### src/rtl/reg_scoreboard_pkg.sv
// Shared constants and FSM encoding for the register scoreboard.
package reg_scoreboard_pkg;
  localparam int NREG    = 32;
  localparam int ADDR_W  = 5;
  localparam int CNT_W   = 2;
  localparam int CNT_MAX = (1 << CNT_W) - 1;

  typedef enum logic {
    RUN   = 1'b0,
    FLUSH = 1'b1
  } state_t;
endpackage

### src/rtl/sb_counter.sv
// Per-register pending-write counter.
// Increments stop at the maximum count; decrements stop at zero.
module sb_counter
  import reg_scoreboard_pkg::*;
#(
  parameter int CW = reg_scoreboard_pkg::CNT_W
) (
  input  logic clock,
  input  logic reset,
  input  logic inc,
  input  logic dec,
  input  logic clr,
  output logic zero,
  output logic full
);
  localparam logic [CW-1:0] MAXV = '1;

  logic [CW-1:0] cnt;

  assign zero = (cnt == '0);
  assign full = (cnt == MAXV);

  // An increment and a decrement in the same cycle cancel out.
  always_ff @(posedge clock or posedge reset) begin
    if (reset) begin
      cnt <= '0;
    end else if (clr) begin
      cnt <= '0;
    end else if (inc && !dec && !full) begin
      cnt <= cnt + 1'b1;
    end else if (dec && !inc && !zero) begin
      cnt <= cnt - 1'b1;
    end
  end
endmodule

### src/rtl/reg_scoreboard.sv
// Register scoreboard: tracks pending writes per register.
// It blocks the issue of RAW hazards and of destinations whose counter is saturated.
module reg_scoreboard
  import reg_scoreboard_pkg::*;
#(
  parameter int NREG  = reg_scoreboard_pkg::NREG,
  parameter int CNT_W = reg_scoreboard_pkg::CNT_W
) (
  input  logic              clock,
  input  logic              reset,
  input  logic              issue_valid,
  input  logic [ADDR_W-1:0] issue_rs1,
  input  logic [ADDR_W-1:0] issue_rs2,
  input  logic [ADDR_W-1:0] issue_rd,
  input  logic              issue_uses_rs1,
  input  logic              issue_uses_rs2,
  input  logic              issue_writes_rd,
  output logic              issue_ready,
  input  logic              wb_valid,
  input  logic [ADDR_W-1:0] wb_rd,
  input  logic              flush,
  output logic [NREG-1:0]   busy_vector,
  output logic [6:0]        outstanding,
  output logic [15:0]       stall_count,
  output logic              underflow_err
);
  state_t state;

  logic [NREG-1:0] zero;
  logic [NREG-1:0] full;
  logic [NREG-1:0] inc;
  logic [NREG-1:0] dec;

  logic run;
  logic rs1_hit;
  logic rs2_hit;
  logic rd_full;
  logic fire;
  logic inc_en;
  logic wb_en;
  logic any_dec;
  logic underflow_hit;

  // x0 is never tracked: it always reads as idle.
  assign zero[0] = 1'b1;
  assign full[0] = 1'b0;
  assign inc[0]  = 1'b0;
  assign dec[0]  = 1'b0;

  assign run = (state == RUN);

  assign rs1_hit = issue_uses_rs1 && (issue_rs1 != '0)
                && !zero[issue_rs1];
  assign rs2_hit = issue_uses_rs2 && (issue_rs2 != '0)
                && !zero[issue_rs2];
  assign rd_full = issue_writes_rd && (issue_rd != '0)
                && full[issue_rd];

  assign issue_ready = run && !rs1_hit && !rs2_hit && !rd_full;

  assign fire   = issue_valid && issue_ready && !flush;
  assign inc_en = fire && issue_writes_rd && (issue_rd != '0);
  assign wb_en  = wb_valid && (wb_rd != '0) && run && !flush;

  assign underflow_hit = wb_en && zero[wb_rd];
  assign any_dec       = |dec;

  for (genvar i = 1; i < NREG; i++) begin : g_cnt
    assign inc[i] = inc_en && (issue_rd == ADDR_W'(i));
    assign dec[i] = wb_en && (wb_rd == ADDR_W'(i)) && !zero[i];

    sb_counter #(
      .CW (CNT_W)
    ) u_cnt (
      .clock (clock),
      .reset (reset),
      .inc   (inc[i]),
      .dec   (dec[i]),
      .clr   (flush),
      .zero  (zero[i]),
      .full  (full[i])
    );
  end

  assign busy_vector = ~zero;

  // At most one increment and one decrement land per cycle.
  always_ff @(posedge clock or posedge reset) begin
    if (reset) begin
      state         <= RUN;
      outstanding   <= '0;
      stall_count   <= '0;
      underflow_err <= 1'b0;
    end else begin
      if (flush) begin
        state       <= FLUSH;
        outstanding <= '0;
      end else if (state == FLUSH) begin
        state       <= RUN;
      end else begin
        outstanding <= outstanding + 7'(inc_en) - 7'(any_dec);
      end
      if (issue_valid && !issue_ready
          && (stall_count != 16'hFFFF)) begin
        stall_count <= stall_count + 16'd1;
      end
      if (underflow_hit) begin
        underflow_err <= 1'b1;
      end
    end
  end
endmodule

### config.mk
export PLATFORM = sky130hd
export DESIGN_NAME = reg_scoreboard
export DESIGN_NICKNAME = d
export VERILOG_FILES = /design/src/rtl/reg_scoreboard_pkg.sv /design/src/rtl/sb_counter.sv /design/src/rtl/reg_scoreboard.sv
export SDC_FILE = /design/constraint.sdc
export NUM_CORES = 1
export LEC_CHECK = 0
export BUFFER_PORTS_ARGS = -buffer_cell sky130_fd_sc_hd__buf_4
export CAP_MARGIN = 30
export CORE_ASPECT_RATIO = 0.6
export CORE_UTILIZATION = 49
export CTS_CLUSTER_SIZE = 24
export DETAILED_ROUTE_END_ITERATION = 10
export PLACE_DENSITY = 0.68
export SYNTH_ARGS = -nofsm -noshare
export SYNTH_HDL_FRONTEND = slang
export SYNTH_SLANG_ARGS = --single-unit
### constraint.sdc
create_clock -name clock -period 12.65 [get_ports clock]
set_input_delay 1.265 -clock clock [delete_from_list [all_inputs] [get_ports clock]]
set_output_delay 1.265 -clock clock [all_outputs]
set_load 0.02 [all_outputs]
==> results of run 1 <==
## sequential cells by signal (all words and copies together), names as in the netlist
name / cells
stall_count: 16
state: 1
outstanding: 7
underflow_err: 1
g_cnt.u_cnt.cnt: 62
## worst max path at each step
stage / endpoint / slack (ns)
6_report: outstanding[6] / 6.89
5_1_grt: outstanding[6] / 6.61
4_1_cts: outstanding[6] / 7.05
3_5_place_dp: outstanding[6] / 6.68
3_3_place_gp: outstanding[6] / 6.66
2_1_floorplan: outstanding[6] / 7.50
## power by group through the flow
stage          Sequential, mW  Combinational (mW)  Clock (mW)
2_1_floorplan           0.325              0.0960           0
3_3_place_gp            0.311               0.158           0
3_5_place_dp            0.313               0.161           0
4_1_cts                 0.308               0.161       0.287
5_1_grt                 0.310               0.176       0.298
6_report                0.308               0.164       0.286
## cell usage in the layout (no fill, tap or decap), drive strengths merged, types with 8 or more instances in the layout
cell / instances
ha: 8
clkbuf: 11
mux4: 19
nand2: 61
o211ai: 14
nor2b: 9
or2: 10
and2: 18
nand3: 42
nor2: 111
xnor2: 48
o21ai: 30
nand4: 34
and3: 17
a2111oi: 10
a21oi: 46
a21o: 9
a31oi: 13
nor3b: 10
nand2b: 9
a211oi: 9
xor2: 15
nor4: 9
buf: 86
nor3: 39
inv: 42
dfrtp: 87
## stage by stage
stage          instances  utilization (%)  hold WS (ns)
2_1_floorplan        842                -         0.515
3_3_place_gp        1068             54.9         0.477
3_5_place_dp        1068             54.9         0.493
4_1_cts             1084             57.1         0.505
5_1_grt             1084             57.1         0.518
6_report            1084             57.1         0.503
## layout make-up
| class | count | area [um2] |
|---|---|---|
| sequential | 87 | 2180 |
| clock inverter | 5 | 63.8 |
| fill | 1306 | 5970 |
| multi-input combinational | 662 | 4420 |
| clock buffer | 11 | 243 |
| inverter | 41 | 155 |
| timing repair buffer | 86 | 646 |
| tap | 192 | 240 |
## per-layer routing
layer	global-route usage (%)	vias up
li1	-	3136
met1	53.6	3455
met4	8.98	0
met3	12.0	50
met2	49.9	449
met5	0	-
## logic make-up after synthesis
logic type | Yosys count
xor gates and xnor gates | 63
and+or+nand+nor | 396
DFF | 87
muxes | 23
AOI/OAI and AO/OA | 170
other | 1
adders and majority gates | 9
buffers and inverters | 93
==> results by stage, run 1 <==
CTS:
- The clock-pin transition on the worst setup and hold timing paths is 0.07 ns.
- The clock reaches the later pin of the worst-skew pair after 0.35 ns.
- The number of buffers created by CTS is 9.
- The clock drives 87 sinks.
- CTS placed an instance of clkbuf_16 at the clock tree root.
- The TritonCTS clock tree is yes.
- After clock tree synthesis, the flow added hold-fix buffers numbering 0.
- The H-tree level count is 3.
- Once the clock tree was built, the setup fixing pass inserted 0 buffers.
- The post-CTS resize count is 0.
- The clock passes through at most 2 buffers.

Synthesis:
- The number of nets produced by synthesis is 879.
- By instance count, the leading cell after synthesis is nor2_1.
- After synthesis, flip-flops and latches occupy 30.7% of the total area.
- Measured against the total synthesized area, the mux share comes to 6.71%.
- Summing the areas of all and, or, nand and nor instances in the mapped netlist gives 28.9% of the synthesized area.
- The post-synthesis register bit count is 87.
- The instance count of the mapped netlist is 842.
- In the synthesized netlist, the cells that appear most often are nor2_1, dfrtp_1, nand2_1.
- The main combinational cell family by area after synthesis is simple AND/OR/NAND/NOR gates.
- Yosys attributes the largest share of cell area to dfrtp_1, xnor2_1, nor2_1.
- After Yosys synthesis, XOR and XNOR cells account for 7.77% of the synthesized area.
- The average size of a mapped cell is 8.43 um2.
- The synthesized design contains 0 enable-type register cells.
- The adder-cell area share of the yosys netlist is 1.69%.
- The synthesized netlist devotes 17.2% of its cell area to compound gates.
- Of all flip-flops after synthesis, the portion carrying an async set or reset was 100%.
- The cell area after synthesis is 7100 um2.
- The synthesis warning total is 0.
- The biggest area consumer among synthesized cells is dfrtp_1.
- In this run, distinct cell masters in the synthesized netlist total 80.
- The fraction of post-synthesis cell area in the top cell type by area is 30.7%.
- In the synthesized netlist the dominant register cell turns out to be dfrtp_1.

Global routing:
- For this run, the total global-route usage over all layers was measured as 36.2%.
- The number of antenna violations at the first check in global routing is 0.
- The first global-routing pass estimated 39400 um of wire.
- The number of global-route vias before repair is 6512.
- The global route total overflow is 0.
- Entering global routing, the biggest net connects 74 pins.

Min path:
- The tightest min-delay check is of the flop to flop type.
- The worst hold path stage count is 1.
- The destination of the worst hold path is stall_count[11].
- The startpoint identified for the worst hold timing path is stall_count[11].

Critical path:
- The required time at the endpoint of the critical path is 12.92 ns.
- In this run the worst setup path begins at issue_rd[1].
- The critical path contains buffers and inverters numbering 2 combined.
- The instance count on the critical path is 19.
- The cell repeated most along the worst path is a21oi_1.
- The library cell contributing the largest single delay on the critical path is and3_1.
- By startpoint and endpoint, the worst setup path is classified as primary input to flop.
- The kind of cell adding the most delay to the critical path is compound AO/OA/AOI/OAI gates.
- The biggest cell delay along the critical path is 0.54 ns.
- The endpoint of the worst-slack reg-to-reg timing path is outstanding[6].
- In this run the critical register-to-register path is launched from g_cnt[22].u_cnt.cnt[0].
- Along the worst path, the maximum fanout reaches 25.
- The signal on the critical path passes through buf_4, and2_1, and3_2, o311ai_0, a221o_2, and3_4, and3_1, o211ai_1, ha_1, inv_1, ha_1, fa_1, a21o_1, a21oi_1, o21bai_1, a21oi_1, xnor2_1, or3_1, a21oi_1.
- The arrival time of the worst setup path is 6.04 ns.
- The worst setup path is captured at a flop.
- Counting cells, the worst reg-to-reg path comes to 17.
- The worst setup path is launched from a primary input.
- The register-to-register setup slack is 7.33 ns.

Floorplanning:
- The placeable core region is 13900 um2.
- The initial utilization of the core area, before any placement, comes to 51.0%.
- The number of primary I/O pins is 85.
- The die is 95.2 um tall.
- The die covers 15000 um2.
- The horizontal extent of the die is 157 um.
- The floorplan has 33 rows.

STA:
- Setup repair after global routing left no endpoint under its margin.
- After layout, the worst path uses 45.6% of the clock period.
- The worst setup margin is 6.89 ns.
- Subtracting the final worst setup slack from the clock period gives 5.76 ns.
- The number of hold violations in the final report is 0.
- The maximum clock frequency is 0.174 GHz.
- The worst clock skew is 0.00928 ns.
- The max-slew violation total from the final report was 0.
- Headroom to the max-slew limit came out at 29.2%.
- The setup-violating endpoint count in the final report is 0.
- Setup total negative slack on the finished layout was measured at 0 ns.
- The worst-margin pin slew is 1.06 ns.

Outcome:
- The flow ran to the end, and the final reports show no timing, DRC or antenna violations.

Layout:
- The number of nets in the layout is 924.
- Relative to the synthesized area, the layout overhead comes to 11.9%.
- Of the cells placed in the final design, the portion with a size suffix greater than 1 is 17.3%.
- Summing all non-filler instances in the final layout gives an area of 7950 um2.
- 0 antenna diodes ended up in the layout.

Power and ir drop:
- The total power per unit cell area is 95.2 nW/um2.
- Summed over all nets, the switching power comes to 0.246 mW.
- Net switching is 32.4% of the power.
- The cell-internal power is 0.511 mW.
- The analysis attributes to cell leakage a power of 3.41 nW.
- The worst IR drop on VDD is 70.5 uV.
- The sequential share of power is 40.7%.
- After layout, the design draws a total of 0.757 mW.
- The clock network accounts for 37.7% of the total power.
- The combinational power share is 21.6%.

Route:
- The detail-routed via count per cell is 6.54.
- For this run, design rule violations remaining after detail routing come to 0.
- The highest metal layer with signal wires is met4.
- Once detail routing completed, the nets flagged for antenna violations numbered 0.
- The detailed router's first-iteration violation count is 1015.
- The met1 wire length is 11800 um.
- The wire length reported by the detailed router is 26200 um.
- The routed length on met2 is 10400 um.
- The average detailed-routed wire length per instance is 24.1 um.
- The number of iterations in the first detailed-routing pass is 5.
- After detailed routing, the met3 layer carries 3380 um of wire.
- The via count is 7090.

Placement:
- Detailed placement finished with a half-perimeter wire length of 20100 um.
- The post-placement cell area is 7640 um2.
- The number of input and output port buffers inserted is 83.
- The final weighted congestion of routability-driven global placement is 0.997.
- The worst-case setup slack after placement is 6.68 ns.

Flow run:
- The count of maximum capacitance violations is 0.
(Power assumes the default switching activity.)
==> run 2: changes to the inputs <==
clock period = 5.6 ns   (was 12.65 ns; I/O delays follow)
==> results by stage, run 2 (synthesis results as in run 1) <==
Power and ir drop:
- The leakage component of the power is 3.47 nW.
- The internal portion of the total power is 1.11 mW.
- The part of the total power dissipated in the clock network is 35.8%.
- Of the total power, the share spent switching nets is 33.7%.
- The design draws 1.67 mW.
- The sequential share of power is 41.4%.
- The combinational power share is 22.7%.
- Dividing total power by cell area gives a power density of 208 nW/um2.
- The total net switching power is 0.563 mW.
- The worst IR drop on VDD is 173 uV.

STA:
- The worst-margin pin slew is 1.01 ns.
- Static timing analysis puts the maximum clock frequency at 0.210 GHz.
- The clock arrives with 0.0140 ns of skew.
- The routed design could run at a clock period as short as 4.77 ns.
- The number of hold violations in the final report was 0.
- Setup violations remaining at the end of the flow were counted as 0.
- The relative max-transition margin is 32.8%.
- The post-route setup TNS is 0 ns.
- The max-slew violation total from the final report is 0.
- The share of the clock period used by the worst path is 85.1%.
- Setup repair after global routing left no endpoint under its margin.
- Setup slack on the critical path of the routed design comes to 0.834 ns.

Layout:
- The register with the most flip-flops in the layout has 62 of them.
- The library cells used most frequently in the layout, excluding fill and tap cells, are nor2_1, buf_4, dfrtp_1.
- The relative area change from synthesis to final layout is 13.1%.
- The register ranked first by flip-flop count is g_cnt.u_cnt.cnt.
- The register cell area after layout is 2180 um2.
- The largest registers in the layout are g_cnt.u_cnt.cnt (62), stall_count (16), outstanding (7).
- The final cell count without fillers is 1096.
- The number of inserted diodes is 0.
- Summing all non-filler instances in the final layout gives an area of 8030 um2.
- The share of layout cells above drive strength 1 is 18.4%.
- After filler insertion, the fill cell instance count of the layout stands at 1277.
- Leaving out fill and tap cells, the most frequent cell in the layout is nor2_1.
- The area occupied by multi-input gates is 4420 um2.
- The final layout contains 936 nets.

CTS:
- CTS built an H-tree with a depth of 3.
- The maximum buffer depth of the clock tree is 2.
- Clock-pin slew was measured on the worst setup and hold paths at 0.08 ns.
- The clock tree root driver cell is clkbuf_16.
- The TritonCTS clock tree is yes.
- The number of buffers inserted by post-CTS setup repair is 0.
- The number of buffers created by CTS is 9.
- At the later pin of the worst-skew pair, clock insertion delay measures 0.36 ns.
- The post-CTS resize count is 0.
- After clock tree synthesis, the flow added hold-fix buffers numbering 0.
- The number of sinks on the clock net is 87.

Route:
- The via count is 7231.
- The detailed router's first-iteration violation count is 868.
- The number of iterations in the first detailed-routing pass is 8.
- In the routed design, unresolved DRC markers number 0.
- Dividing the detail-routed wire length by the instance count gives 24.1 um.
- Dividing the detail-routed via count by the number of cells gives 6.60.
- The residual antenna-violating net count after detailed routing is 0.
- The final layout contains routed wiring with a total length of 26400 um.

Floorplanning:
- The number of primary I/O pins is 85.
- The number of standard-cell rows in the floorplan is 33.
- The placeable core region is 13900 um2.
- Once the floorplan was initialized, standard cells occupied 51.0% of the core.
- From left edge to right edge, the die measures 157 um.
- The total die area is 15000 um2.
- In this run the vertical extent of the chip is 95.2 um.

Global routing:
- The first global-routing pass estimated 39600 um of wire.
- The number of global-route vias before repair was 6541.
- Global routing used 36.2% of the available tracks across all layers.
- The total overflow left after global routing is 0.
- The number of antenna violations at the first check in global routing was 0.
- Entering global routing, the biggest net connects 73 pins.

Placement:
- The congestion estimate from routability-driven global placement came to 1.03.
- The placed wire-length estimate after detailed placement is 20200 um.
- Once placement completed, the tool counted placed cells totaling 1079.
- The placed instances occupy a cell area of 7720 um2.
- The number of input and output port buffers inserted is 83.
- The worst-case setup slack after placement is 0.583 ns.

Critical path:
- The largest single stage delay on the critical path is 0.64 ns.
- The number of buffers and inverters on the critical path is 1.
- Traced cell by cell, the critical path runs through nor2_1, mux4_2, a31o_1, a311o_2, and3_4, and3_1, o211ai_1, ha_1, inv_1, ha_1, fa_1, a21o_1, a21oi_1, o21bai_1, a21oi_1, xnor2_1, or3_1, a21oi_1.
- For the worst flop-to-flop path, the logic depth is 18.
- Among all stages on the critical path, the largest delay is contributed by nor2_1.
- The required time at the endpoint of the critical path is 5.88 ns.
- Along the worst path, the maximum fanout reaches 21.
- The cell repeated most along the worst path is a21oi_1.
- STA classifies the critical path startpoint as a flop.
- The cell family contributing the most delay on the critical path is simple AND/OR/NAND/NOR gates.
- The critical path runs through a total of 18 cells.
- The endpoint type of the worst setup path is a flop.
- At the worst endpoint, the arrival time is 5.04 ns.
- The kind of critical path is flop to flop.

Flow run:
- The tool flagged a number of max-cap violations equal to 0.

Outcome:
- The flow ran to the end, and the final reports show no timing, DRC or antenna violations.

Min path:
- The path category of the worst min-delay check is primary input to asynchronous set/reset pin.
run 2: changes by cell type in the layout (fill, tap and decap cells not counted):
cell	change
buf_16	+1
inv_8	+1
buf_4	+11
clkbuf_8	-1
inv_6	+1
bufinv_16	-1
clkinv_2	+1
clkinvlp_4	-1
run 2: cell type report:
type / instances / area share (%)
well taps: 192 / 2.99
inverters: 41 / 1.93
clock inverters: 6 / 0.639
multi-input cells: 662 / 55.1
flip-flops and latches: 87 / 27.1
clock buffers: 10 / 2.85
repair buffers: 98 / 9.41
run 2: power groups by stage:
stage,registers (mW),clock network (mW),logic [mW]
after floorplan,0.734,0,0.217
after global placement,0.701,0,0.363
after detailed placement,0.704,0,0.369
after CTS,0.692,0.606,0.370
after global routing,0.698,0.627,0.407
final,0.692,0.599,0.380
run 2: per-stage QoR:
step | hold WS, ns | utilization (%)
6_report | 0.193 | 57.7
5_1_grt | 0.224 | 57.7
4_1_cts | 0.201 | 57.5
3_5_place_dp | 0.488 | 55.5
3_3_place_gp | 0.479 | 55.5
2_1_floorplan | 0.515 | -
run 2: layer usage:
layer / GRT usage [%] / part of all wire, %
met1: 52.8 / 44
met2: 48.6 / 39
met3: 14.4 / 15
met4: 9.22 / 2.2
met5: 1.36 / 0
run 2: worst paths after layout:
| check | startpoint | slack, ns | to |
|---|---|---|---|
| worst max-delay path | g_cnt[11].u_cnt.cnt[0] | 0.83 | outstanding[6] |
| worst min-delay path | reset | 0.19 | outstanding[1] |
| worst max register to register | g_cnt[11].u_cnt.cnt[0] | 0.83 | outstanding[6] |
| worst min register to register | stall_count[9] | 0.50 | stall_count[9] |
| max in group asynchronous | reset | 4.18 | g_cnt[17].u_cnt.cnt[1] |
| min in group clock | stall_count[9] | 0.50 | stall_count[9] |
run 2: worst reg2reg max path, stage by stage (launching register included):
cell and delay (ns):
dfrtp_1 0.43, nor2_1 0.64, mux4_2 0.40, a31o_1 0.18
a311o_2 0.17, and3_4 0.38, and3_1 0.23, o211ai_1 0.11
ha_1 0.30, inv_1 0.04, ha_1 0.20, fa_1 0.40
a21o_1 0.17, a21oi_1 0.21, o21bai_1 0.08, a21oi_1 0.20
xnor2_1 0.10, or3_1 0.31, a21oi_1 0.14
